--- src/rtl/uart_tx_sched_if.sv ---
// UART transmit handshake bundle: load strobe, byte, enable, empty.
// master drives ld_tx_data/tx_data/tx_enable; slave drives tx_empty.
interface uart_tx_sched_if;
  logic       ld_tx_data;
  logic [7:0] tx_data;
  logic       tx_enable;
  logic       tx_empty;

  modport master (
    output ld_tx_data,
    output tx_data,
    output tx_enable,
    input  tx_empty
  );

  modport slave (
    input  ld_tx_data,
    input  tx_data,
    input  tx_enable,
    output tx_empty
  );
endinterface

--- src/rtl/uart_tx_sched.sv ---
// Two-source round-robin UART frame scheduler (SYNC/BCNT/DATA/END, ESC).
// Ports: clk, reset (async low), req/len/data per source, gnt/done
// pulses, busy, and the UART handshake through tx (master modport).
module uart_tx_sched #(
  parameter int         MAXBYTES = 4,
  parameter logic [7:0] SP_SYNC  = 8'h7E,
  parameter logic [7:0] SP_ESC   = 8'hFE,
  parameter logic [7:0] SP_END   = 8'h03
) (
  input  logic        clk,
  input  logic        reset,
  input  logic        req0,
  input  logic        req1,
  input  logic [2:0]  len0,
  input  logic [2:0]  len1,
  input  logic [31:0] data0,
  input  logic [31:0] data1,
  output logic        gnt0,
  output logic        gnt1,
  output logic        done0,
  output logic        done1,
  output logic        busy,
  uart_tx_sched_if.master tx
);

  typedef enum logic [2:0] {
    IDLE, GRANT, NEXT, LOAD, WAITLO, WAITHI, DONE
  } state_t;

  typedef enum logic [2:0] {
    PH_SYNC, PH_BCNT, PH_DATA, PH_END, PH_FIN
  } phase_t;

  localparam logic [2:0] MAXB = 3'(MAXBYTES);

  state_t      state, nstate;
  phase_t      phase, nphase;
  logic [2:0]  k, nk;
  logic        esc_done;
  logic        owner;
  logic        last;
  logic [2:0]  len_q;
  logic [31:0] data_q;
  logic [7:0]  tx_data_q;

  logic        pick;
  logic [2:0]  sel_len;
  logic [2:0]  clip_len;
  logic [31:0] shifted;
  logic [7:0]  raw;
  logic        esc_now;
  logic [7:0]  out_byte;

  // Both requesting: serve the source that did not go last.
  assign pick     = req1 & (~req0 | ~last);
  assign sel_len  = pick ? len1 : len0;
  assign clip_len = (sel_len > MAXB) ? MAXB : sel_len;

  assign shifted  = data_q << {k[1:0], 3'b000};

  always_comb begin
    raw = SP_END;
    unique case (1'b1)
      phase == PH_SYNC: raw = SP_SYNC;
      phase == PH_BCNT: raw = {5'b0, len_q};
      phase == PH_DATA: raw = shifted[31:24];
      default:          raw = SP_END;
    endcase
  end

  // Only count and payload bytes get an escape prefix, once each.
  assign esc_now  = (phase == PH_BCNT || phase == PH_DATA)
                 && (raw == SP_SYNC || raw == SP_ESC)
                 && !esc_done;
  assign out_byte = esc_now ? SP_ESC : raw;

  always_comb begin
    nphase = phase;
    nk     = k;
    unique case (1'b1)
      phase == PH_SYNC: nphase = PH_BCNT;
      phase == PH_BCNT: begin
        nk     = 3'd0;
        nphase = (len_q == 3'd0) ? PH_END : PH_DATA;
      end
      phase == PH_DATA: begin
        nk     = k + 3'd1;
        nphase = (k + 3'd1 == len_q) ? PH_END : PH_DATA;
      end
      default:          nphase = PH_FIN;
    endcase
  end

  always_ff @(posedge clk or negedge reset) begin
    if (!reset) state <= IDLE;
    else        state <= nstate;
  end

  always_comb begin
    nstate = state;
    unique case (state)
      IDLE:   if (req0 | req1) nstate = GRANT;
      GRANT:  nstate = NEXT;
      NEXT:   if (tx.tx_empty) nstate = LOAD;
      LOAD:   nstate = WAITLO;
      WAITLO: if (!tx.tx_empty) nstate = WAITHI;
      WAITHI: if (tx.tx_empty)
                nstate = (phase == PH_FIN) ? DONE : NEXT;
      DONE:   nstate = IDLE;
      default: nstate = IDLE;
    endcase
  end

  always_ff @(posedge clk or negedge reset) begin
    if (!reset) begin
      phase     <= PH_SYNC;
      k         <= 3'd0;
      esc_done  <= 1'b0;
      owner     <= 1'b0;
      last      <= 1'b1;
      len_q     <= 3'd0;
      data_q    <= 32'd0;
      tx_data_q <= 8'd0;
    end else begin
      if (state == IDLE && (req0 | req1)) begin
        owner  <= pick;
        last   <= pick;
        len_q  <= clip_len;
        data_q <= pick ? data1 : data0;
      end
      if (state == GRANT) begin
        phase    <= PH_SYNC;
        k        <= 3'd0;
        esc_done <= 1'b0;
      end
      if (state == NEXT && tx.tx_empty) begin
        tx_data_q <= out_byte;
        if (esc_now) begin
          esc_done <= 1'b1;
        end else begin
          esc_done <= 1'b0;
          phase    <= nphase;
          k        <= nk;
        end
      end
    end
  end

  assign gnt0  = (state == GRANT) & ~owner;
  assign gnt1  = (state == GRANT) &  owner;
  assign done0 = (state == DONE)  & ~owner;
  assign done1 = (state == DONE)  &  owner;
  assign busy  = (state != IDLE);

  assign tx.tx_enable  = busy;
  assign tx.ld_tx_data = (state == LOAD);
  assign tx.tx_data    = tx_data_q;

endmodule

--- src/flat_wrapper.sv ---
// flat-port wrapper written by rule: the top's interface ports become plain ports
module uart_tx_sched_flat 
#(
  parameter int         MAXBYTES = 4,
  parameter logic [7:0] SP_SYNC  = 8'h7E,
  parameter logic [7:0] SP_ESC   = 8'hFE,
  parameter logic [7:0] SP_END   = 8'h03
)
  (clk, reset, req0, req1, len0, len1, data0, data1, gnt0, gnt1, done0, done1, busy, tx_ld_tx_data, tx_tx_data, tx_tx_enable, tx_tx_empty);
  uart_tx_sched_if tx_i ();
  input  logic clk;
  input  logic reset;
  input  logic req0;
  input  logic req1;
  input  logic [2:0] len0;
  input  logic [2:0] len1;
  input  logic [31:0] data0;
  input  logic [31:0] data1;
  output logic gnt0;
  output logic gnt1;
  output logic done0;
  output logic done1;
  output logic busy;
  output wire logic [$bits(tx_i.ld_tx_data)-1:0] tx_ld_tx_data;
  output wire logic [$bits(tx_i.tx_data)-1:0] tx_tx_data;
  output wire logic [$bits(tx_i.tx_enable)-1:0] tx_tx_enable;
  input wire logic [$bits(tx_i.tx_empty)-1:0] tx_tx_empty;
  assign tx_ld_tx_data = tx_i.ld_tx_data;
  assign tx_tx_data = tx_i.tx_data;
  assign tx_tx_enable = tx_i.tx_enable;
  assign tx_i.tx_empty = tx_tx_empty;
  uart_tx_sched #(.MAXBYTES(MAXBYTES), .SP_SYNC(SP_SYNC), .SP_ESC(SP_ESC), .SP_END(SP_END)) u_core (.clk(clk), .reset(reset), .req0(req0), .req1(req1), .len0(len0), .len1(len1), .data0(data0), .data1(data1), .gnt0(gnt0), .gnt1(gnt1), .done0(done0), .done1(done1), .busy(busy), .tx(tx_i));
endmodule
--- config.mk ---
export PLATFORM = sky130hd
export DESIGN_NAME = uart_tx_sched_flat
export DESIGN_NICKNAME = d
export VERILOG_FILES = /design/src/rtl/uart_tx_sched_if.sv /design/src/rtl/uart_tx_sched.sv /design/src/flat_wrapper.sv
export SDC_FILE = /design/constraint.sdc
export NUM_CORES = 1
export LEC_CHECK = 0
export ABC_AREA = 1
export BUFFER_PORTS_ARGS = -buffer_cell sky130_fd_sc_hd__buf_2
export CAP_MARGIN = 20
export CORE_MARGIN = 2
export CORE_UTILIZATION = 32
export CTS_BUF_LIST = sky130_fd_sc_hd__clkbuf_16
export CTS_CLUSTER_DIAMETER = 40
export DETAILED_ROUTE_END_ITERATION = 8
export MAX_ROUTING_LAYER = met4
export SYNTH_ARGS = -nofsm -noshare
export SYNTH_HDL_FRONTEND = slang
export SYNTH_SLANG_ARGS = --single-unit
export TNS_END_PERCENT = 50
--- constraint.sdc ---
create_clock -name clk -period 1.6 [get_ports clk]
set_input_delay 0.08 -clock clk [delete_from_list [all_inputs] [get_ports clk]]
set_output_delay 0.08 -clock clk [all_outputs]
set_load 0.03 [all_outputs]
**Word-level counts from Yosys, hierarchy flattened**

Cells that the tools add are included.

- Eq/ne operators: 17
- Bitwise gates (word level): 10
- Mux-type cells: 24
- $add $sub $neg: 1
- $lt $le $gt $ge: 1
- Shift-type cells: 1
- Reduce and logical (&&, ||, !) cells: 13

Operator list:

| operator | number |
|---|---|
| 3-bit 2-to-1 mux | 13 |
| 32-bit 2-to-1 mux | 1 |
| 32-bit by 5-bit left shift with 32-bit output | 1 |
| 8-bit one-hot mux with 3 select lines | 1 |
| 3-bit one-hot mux with 6 select lines | 1 |
| 3-bit == test, second input constant | 4 |
| 3-bit by 2-bit == test with 1-bit output, second input constant | 3 |
| 3-bit logical NOT | 3 |
| 3-bit one-hot mux with 3 select lines | 1 |
| 8-bit by 7-bit == test with 1-bit output, second input constant | 1 |
| 8-bit == test, second input constant | 1 |
| 8-bit 2-to-1 mux | 1 |
| 3-bit by 1-bit == test with 1-bit output, second input constant | 2 |
| 2-bit inequality test, second input constant | 3 |
| 3-bit one-hot mux with 2 select lines | 1 |
| 1-bit AND | 5 |
| 1-bit 2-to-1 mux | 5 |
| 1-bit logical AND | 4 |
| 4-bit by 1-bit inequality test with 1-bit output, second input constant | 1 |
| 4-bit AND reduction | 1 |
| 3-bit by 1-bit adder with 3-bit output, second input constant | 1 |
| 3-bit == test | 1 |
| 3-bit greater-than comparator, second input constant | 1 |
| 1-bit NOT | 3 |
| 6 further kinds | 8 |

- Register bits after elaboration: 55
- Output and inout bits: 15
- Word-level logic and storage cells: 76

**Longest topological paths before layout**

Gate-level depths: netlist of run 1.

- Word-level depth: 8
- Mapped depth: 13

**Worst setup path after synthesis of run 1**

No wires, ideal clock.

- Kind: reg-to-reg
- Start: reg u_core.state[0]
- End: reg u_core.data_q[11]
- Path slack: 0.080 ns
- Library setup time: 0.122 ns
- Data arrival time: 1.399 ns
- Cell stages (with the launch flop): 10
- Clock period less this slack: 1.520 ns
- Path buffers: 1
- Cells stage by stage: dfrtp_1 inv_2 nand2_1 nor2_2 inv_2 a21oi_4 inv_2 clkbuf_1 nand2_1 o21ai_1

- Word-level cells in the longest chain between the ends: 2

RTL lines:

| what | line | RTL |
|---|---|---|
| start: declaration | uart_tx_sched.sv:36 | `state_t state, nstate;` |
| start signal: assignment | uart_tx_sched.sv:96 | `else state <= nstate;` |
| 3-bit logical NOT | uart_tx_sched.sv:125 | `if (state == IDLE && (req0 \| req1)) begin` |
| 1-bit logical AND | uart_tx_sched.sv:125 |  |
| end signal: assignment | uart_tx_sched.sv:129 | `data_q <= pick ? data1 : data0;` |
| end: declaration | uart_tx_sched.sv:43 | `logic [31:0] data_q;` |

No other way between the ends.
A chain may end at the register's enable or synchronous reset.

**Worst setup path after layout of run 1**

- Start: reg u_core.k[0]
- End: reg u_core.phase[0]

- Word-level cells in the longest chain between the ends: 8
- Elaborated cells on any way between the ends: 13
- Classes of those cells: add/sub: 1; eq/ne: 3; shift: 1; mux: 5; reduce/logical: 3

RTL lines:

| what | line | RTL |
|---|---|---|
| start: declaration | uart_tx_sched.sv:38 | `logic [2:0] k, nk;` |
| start signal: assignment | uart_tx_sched.sv:143 | `k <= nk;` |
| 32-bit by 5-bit left shift with 32-bit output | uart_tx_sched.sv:59 | `assign shifted = data_q << {k[1:0], 3'b000};` |
| 8-bit one-hot mux with 3 select lines | uart_tx_sched.sv:63 | `unique case (1'b1)` |
| 8-bit by 7-bit == test with 1-bit output or 8-bit == test (tied branches) | uart_tx_sched.sv:73 | `&& (raw == SP_SYNC \|\| raw == SP_ESC)` |
| 1-bit logical OR | uart_tx_sched.sv:73 |  |
| 1-bit logical AND | uart_tx_sched.sv:73 |  |
| 1-bit logical AND | uart_tx_sched.sv:74 | `&& !esc_done;` |
| 3-bit 2-to-1 mux (*) | uart_tx_sched.sv:138 | `if (esc_now) begin` |
| 3-bit 2-to-1 mux (*) | uart_tx_sched.sv:136 | `if (state == NEXT && tx.tx_empty) begin` |
| end signal: assignment | uart_tx_sched.sv:142 | `phase <= nphase;` |
| end: declaration | uart_tx_sched.sv:37 | `phase_t phase, nphase;` |

Every way passes the cells marked *; elsewhere a longest branch is shown, timed or not.

==> results.sh, run 1 <==
export IMPL_grt_setup_unrepaired="true"
export IMPL_area_growth_pct=34.8
export IMPL_crit_type="flip-flop to flip-flop"
export IMPL_diodes=0
export IMPL_std_cell_rows=35
export IMPL_fin_cells=647
export IMPL_floorplan_initialDensity=0.330
export IMPL_die_width_um=102
export IMPL_startpoint_type="flip-flop"
export IMPL_violations="setup timing"
export IMPL_cts_tree="yes"
export IMPL_p_per_area_nw_per_um2=1840
export IMPL_crit_fanout=7
export IMPL_core_area_sq_um=9240
export IMPL_ys_flop_type="dfrtp_1"
export IMPL_yosysWarnings=0
export IMPL_cts_htree_levels=2
export IMPL_arrival_ns=1.82
export IMPL_drt_iter0_drc=129
export IMPL_dpl_cell_count=633
export IMPL_grt_usage=0.165
export IMPL_ir_drop_v=0.000544
export IMPL_clk_pin_slew_ns=0.07
export IMPL_drive_gt1_frac=0.342
export IMPL_port_buffers=89
export IMPL_avgSynthCellArea_sq_um=7.57
export IMPL_ys_seq_area_frac=0.452
export IMPL_netlist_area_sq_um=3050
export IMPL_finalMaxSlewViolations=0
export IMPL_syn_nets=479
export IMPL_synth_seq_cells=55
export IMPL_synthDistinctLibCells=37
export IMPL_drtPass1Iterations=4
export IMPL_timing_hold_violations_final=0
export IMPL_grt_pass1_vias=2896
export IMPL_clk_latency_ns=0.29
export IMPL_grt_max_degree=37
export IMPL_cts_buffers=5
export IMPL_via_per_inst=4.58
export IMPL_endpoint_kind="flip-flop"
export IMPL_route_detailed_drc=0
export IMPL_drt_total_wl_um=7970
export IMPL_setup_viol=1
export IMPL_skew_ns=0.00371
export IMPL_antenna_found_initial=0
export IMPL_cts_sinks=55
export IMPL_max_slew_margin=0.680
export IMPL_gp_routability_congestion=0.820
export IMPL_status="finished with violations"
export IMPL_ios=90
export IMPL_post_route_period_util=1.03
export IMPL_avgRoutedWirePerCell_um=12.3
export IMPL_synthCells=403
export IMPL_holdCritPathClass="input pin to flip-flop"
export IMPL_max_cap_viol_count=0
export IMPL_fin_hold_ws_ns=0.0143
export IMPL_synth_edf_count=0
export IMPL_die_area_sq_um=10300
export IMPL_hpwl_um=6220
export IMPL_layout_min_cycle_time_ns=1.64
export IMPL_ant_nets=0
export IMPL_grt_pass1_wl_um=13300
export IMPL_p_leak_nw=2.05
export IMPL_fp_dieH_um=102
export IMPL_ctsRootBufferMaster="clkbuf_16"
export IMPL_setup_ws_ns=-0.0403
export IMPL_nets=593
export IMPL_num_vias=2961
export IMPL_grt_overflow=0
export IMPL_synthArstFlopShare=1.00
export IMPL_cts_buffer_depth=2
export IMPL_crit_required_ns=1.78
export IMPL_tightest_slew_ns=0.480
export IMPL_fmax_ghz=0.610
report_power, final:
group	total [mW]	internal (mW)	switching (mW)
registers	2.47	2.06	0.407
logic	4.03	1.63	2.40
clock network	1.04	0.572	0.472
worst paths after layout:
kind / from / endpoint / slack [ns] / cells past startpoint
min in group asynchronous: reset / u_core.data_q[11] / 0.28 / 2
max in group asynchronous: reset / u_core.last / 0.71 / 3
min reg2reg: u_core.last / u_core.last / 0.46 / 2
min: tx_tx_empty / u_core.state[0] / 0.01 / 2
max: u_core.k[0] / u_core.phase[0] / -0.04 / 11
max reg2reg: u_core.k[0] / u_core.phase[0] / -0.04 / 11
cells by family after synthesis:
family / after synthesis / share of synthesized area
buf+inv: 55 / 0.0755
simple gates: 198 / 0.284
compound gates: 90 / 0.173
fa+ha+maj: 1 / 0.00410
xor+xnor: 4 / 0.0115
flops: 55 / 0.452
registers in the layout, summed over array words and instances, names as in the netlist:
name and cells:
u_core.data_q 32, u_core.tx.tx_data 8, u_core.k 3, u_core.len_q 3
u_core.phase 3, u_core.state 3, u_core.esc_done 1, u_core.last 1
u_core.owner 1
layer usage:
layer / track usage / up-vias / part of all wire
li1: - / 1557 / -
met1: 0.221 / 1327 / 0.47
met2: 0.257 / 69 / 0.46
met3: 0.0297 / 8 / 0.054
met4: 0.0447 / 0 / 0.012
met5: - / - / 0
through the flow:
stage	setup TNS (ns)	worst slack [ns]	instance area (sq um)	total power, mW	utilization
detailed placement	-0.183	-0.0695	3830	6.28	0.414
global route	-1.02	-0.155	4110	8.22	0.445
floorplan	0	0.0798	3050	4.99	-
CTS	-0.0415	-0.0385	4010	7.41	0.434
finish	-0.0403	-0.0403	4110	7.55	0.445
global placement	-0.0123	-0.0123	3830	6.24	0.414
Yosys cell counts (4+ instances only):
cell | count | area (sq um)
a31oi_1 | 4 | 25.0
nor2_1 | 51 | 191
inv_1 | 25 | 93.8
buf_2 | 8 | 40.0
inv_2 | 11 | 41.3
o21ai_0 | 34 | 170
nand4_1 | 4 | 25.0
nand2_1 | 100 | 375
o21ai_1 | 29 | 145
clkbuf_1 | 7 | 26.3
nand3_1 | 30 | 150
o22ai_1 | 9 | 56.3
dfrtp_1 | 54 | 1350
cells in the final DEF, fill, tap and decap left out, types with 4 or more instances in the layout:
master,instances
nand2_1,94
buf_2,89
dfrtp_1,52
nor2_1,49
o21ai_0,34
o21ai_1,29
buf_4,27
nand3_1,25
inv_1,24
inv_2,10
o22ai_1,9
nand3_2,7
nand2_2,7
nor2_2,5
clkbuf_16,5
nand4_1,4
a31oi_1,4
buf_6,4
cell type report:
cell class,count,area (sq um)
clock buffer,5,125
multi-input combinational,293,1490
timing repair buffer,125,778
inverter,37,154
tap,129,161
sequential,55,1380
fill,955,5130
clock inverter,3,16.3
repair_timing:
action	in CTS	in global routing
endpoints found under the hold margin	19	0
setup buffers	3	2
endpoints found under the setup margin	8	33
gates cloned	0	0
hold buffers	1	0
resized for setup	4	25
pin swaps	2	8
worst max-delay path, stage by stage, from the launching register on:
cell and delay [ns]:
dfrtp_2 0.46, buf_4 0.18, nand2_1 0.06, nand3_1 0.08
nand3_1 0.14, nand2_1 0.08, a21oi_2 0.16, nand3_4 0.13
nand2_4 0.11, inv_2 0.04, nand2_1 0.05, nand2_1 0.05
(Power assumes the default switching activity.)
==> run 2: changes to the inputs <==
--- a/config.mk
+++ b/config.mk
@@ -14,6 +14,8 @@
 export CTS_CLUSTER_DIAMETER = 40
 export DETAILED_ROUTE_END_ITERATION = 8
 export MAX_ROUTING_LAYER = met4
+export PLACE_DENSITY_LB_ADDON = 0.12
+export REMOVE_ABC_BUFFERS = 1
 export SYNTH_ARGS = -nofsm -noshare
 export SYNTH_HDL_FRONTEND = slang
 export SYNTH_SLANG_ARGS = --single-unit
==> constraint.sdc (replaced) <==
create_clock -name clk -period 2.02 [get_ports clk]
set_input_delay 0.101 -clock clk [delete_from_list [all_inputs] [get_ports clk]]
set_output_delay 0.101 -clock clk [all_outputs]
set_load 0.03 [all_outputs]
==> results.sh, run 2 (synthesis results as in run 1) <==
export IMPL_status="finished, final reports clean"
export IMPL_tightest_slew_ns=0.648
export IMPL_largest_reg_flops=32
export IMPL_postLayoutCellArea_sq_um=3810
export IMPL_grt_usage=0.169
export IMPL_r2r_slack_ns=0.29
export IMPL_max_slew_margin=0.568
export IMPL_arrival_ns=1.91
export IMPL_std_cell_rows=35
export IMPL_diodes=0
export IMPL_hpwl_um=6150
export IMPL_post_route_period_util=0.855
export IMPL_clk_pin_slew_ns=0.07
export IMPL_clk_latency_ns=0.29
export IMPL_min_from="tx_tx_empty"
export IMPL_num_vias=2901
export IMPL_layout_min_cycle_time_ns=1.73
export IMPL_antenna_found_initial=0
export IMPL_grt_overflow=0
export IMPL_drtPass1Iterations=4
export IMPL_hold_path_endpoint="u_core.state[0]"
export IMPL_layout_commonest_cell="nand2_1"
export IMPL_ios=90
export IMPL_grt_max_degree=36
export IMPL_final_setup_tns_ns=0
export IMPL_largest_register="u_core.data_q"
export IMPL_die_area_sq_um=10300
export IMPL_grt_pass1_vias=2816
export IMPL_cts_htree_levels=2
export IMPL_area_growth_pct=24.9
export IMPL_cts_buffer_depth=2
export IMPL_hold_depth=2
export IMPL_final_cell_mix="100 x nand2_1, 89 x buf_2, 54 x dfrtp_1"
export IMPL_fin_cells=623
export IMPL_crit_required_ns=2.20
export IMPL_ctsRootBufferMaster="clkbuf_16"
export IMPL_startpoint_type="flip-flop"
export IMPL_ant_nets=0
export IMPL_avgRoutedWirePerCell_um=12.9
export IMPL_endpoint_kind="flip-flop"
export IMPL_r2r_end="u_core.phase[0]"
export IMPL_fin_hold_ws_ns=0.0246
export IMPL_crit_type="flip-flop to flip-flop"
export IMPL_grt_pass1_wl_um=13500
export IMPL_cts_tree="yes"
export IMPL_p_per_area_nw_per_um2=1440
export IMPL_die_width_um=102
export IMPL_place_ws_ns=0.302
export IMPL_max_cap_viol_count=0
export IMPL_fmax_ghz=0.579
export IMPL_port_buffers=89
export IMPL_ir_drop_v=0.000364
export IMPL_timing_hold_violations_final=0
export IMPL_dpl_cell_count=614
export IMPL_finalMaxSlewViolations=0
export IMPL_route_detailed_drc=0
export IMPL_drt_iter0_drc=96
export IMPL_grt_setup_unrepaired="false"
export IMPL_floorplan_initialDensity=0.330
export IMPL_setup_ws_ns=0.292
export IMPL_final_core_utilization=0.412
export IMPL_crit_fanout=10
export IMPL_p_leak_nw=1.91
export IMPL_finalPower_mw=5.48
export IMPL_setup_viol=0
export IMPL_drt_total_wl_um=8030
export IMPL_post_dp_cell_area_sq_um=3660
export IMPL_via_per_inst=4.66
export IMPL_nets=569
export IMPL_r2r_cells=12
export IMPL_drive_gt1_frac=0.271
export IMPL_skew_ns=0.00330
export IMPL_holdCritPathClass="input pin to flip-flop"
export IMPL_gp_routability_congestion=0.871
export IMPL_cts_buffers=5
export IMPL_fp_dieH_um=102
export IMPL_core_area_sq_um=9240
export IMPL_r2r_start="u_core.phase[0]"
export IMPL_cts_sinks=55
## run 2: worst max path at each step
stage / start / to / slack, ns / cells past startpoint
4_1_cts: u_core.phase[0] / u_core.phase[0] / 0.29 / 12
3_3_place_gp: u_core.phase[0] / u_core.phase[0] / 0.34 / 12
6_report: u_core.phase[0] / u_core.phase[0] / 0.29 / 12
5_1_grt: u_core.phase[0] / u_core.phase[0] / 0.11 / 12
3_5_place_dp: u_core.phase[0] / u_core.phase[0] / 0.30 / 12
2_1_floorplan: u_core.last / u_core.len_q[0] / -0.29 / 8
## run 2: final cells by class
type / instances / area [sq um]
clock buffers: 5 / 125
clock inverters: 3 / 11.3
fillers: 996 / 5430
inverters: 37 / 141
multi-input cells: 293 / 1440
flip-flops and latches: 55 / 1380
well taps: 129 / 161
repair buffers: 101 / 551
## run 2: worst max-delay path, cell delays in order, from the launching register on
cell	delay (ns)
dfrtp_1	0.44
inv_2	0.12
nand3_4	0.11
inv_4	0.13
nand3_1	0.12
nand2_1	0.08
nand2_1	0.06
nor2_1	0.17
nand3_4	0.14
nand2_4	0.10
inv_2	0.04
nand2_1	0.05
nand2_1	0.05
## run 2: timing repair
action,in CTS,in global routing
endpoints found under the setup margin,0,0
setup buffers,0,0
hold buffers,1,0
endpoints found under the hold margin,25,0
gates resized for setup,0,0
## run 2: report_power, final
part           switching, mW  internal (mW)  leakage (nW)
logic                   1.77          0.944          1.16
registers              0.320           1.63         0.673
clock network          0.371          0.447        0.0701
total                   2.46           3.02          1.91
## run 2: per-layer routing
layer / up-vias / part of all wire / track usage / wire, um
met5: - / 0 / - / 0
met4: 0 / 0.014 / 0.0395 / 114
met3: 8 / 0.046 / 0.0283 / 369
met2: 72 / 0.47 / 0.279 / 3790
met1: 1311 / 0.47 / 0.216 / 3750
li1: 1510 / - / - / -
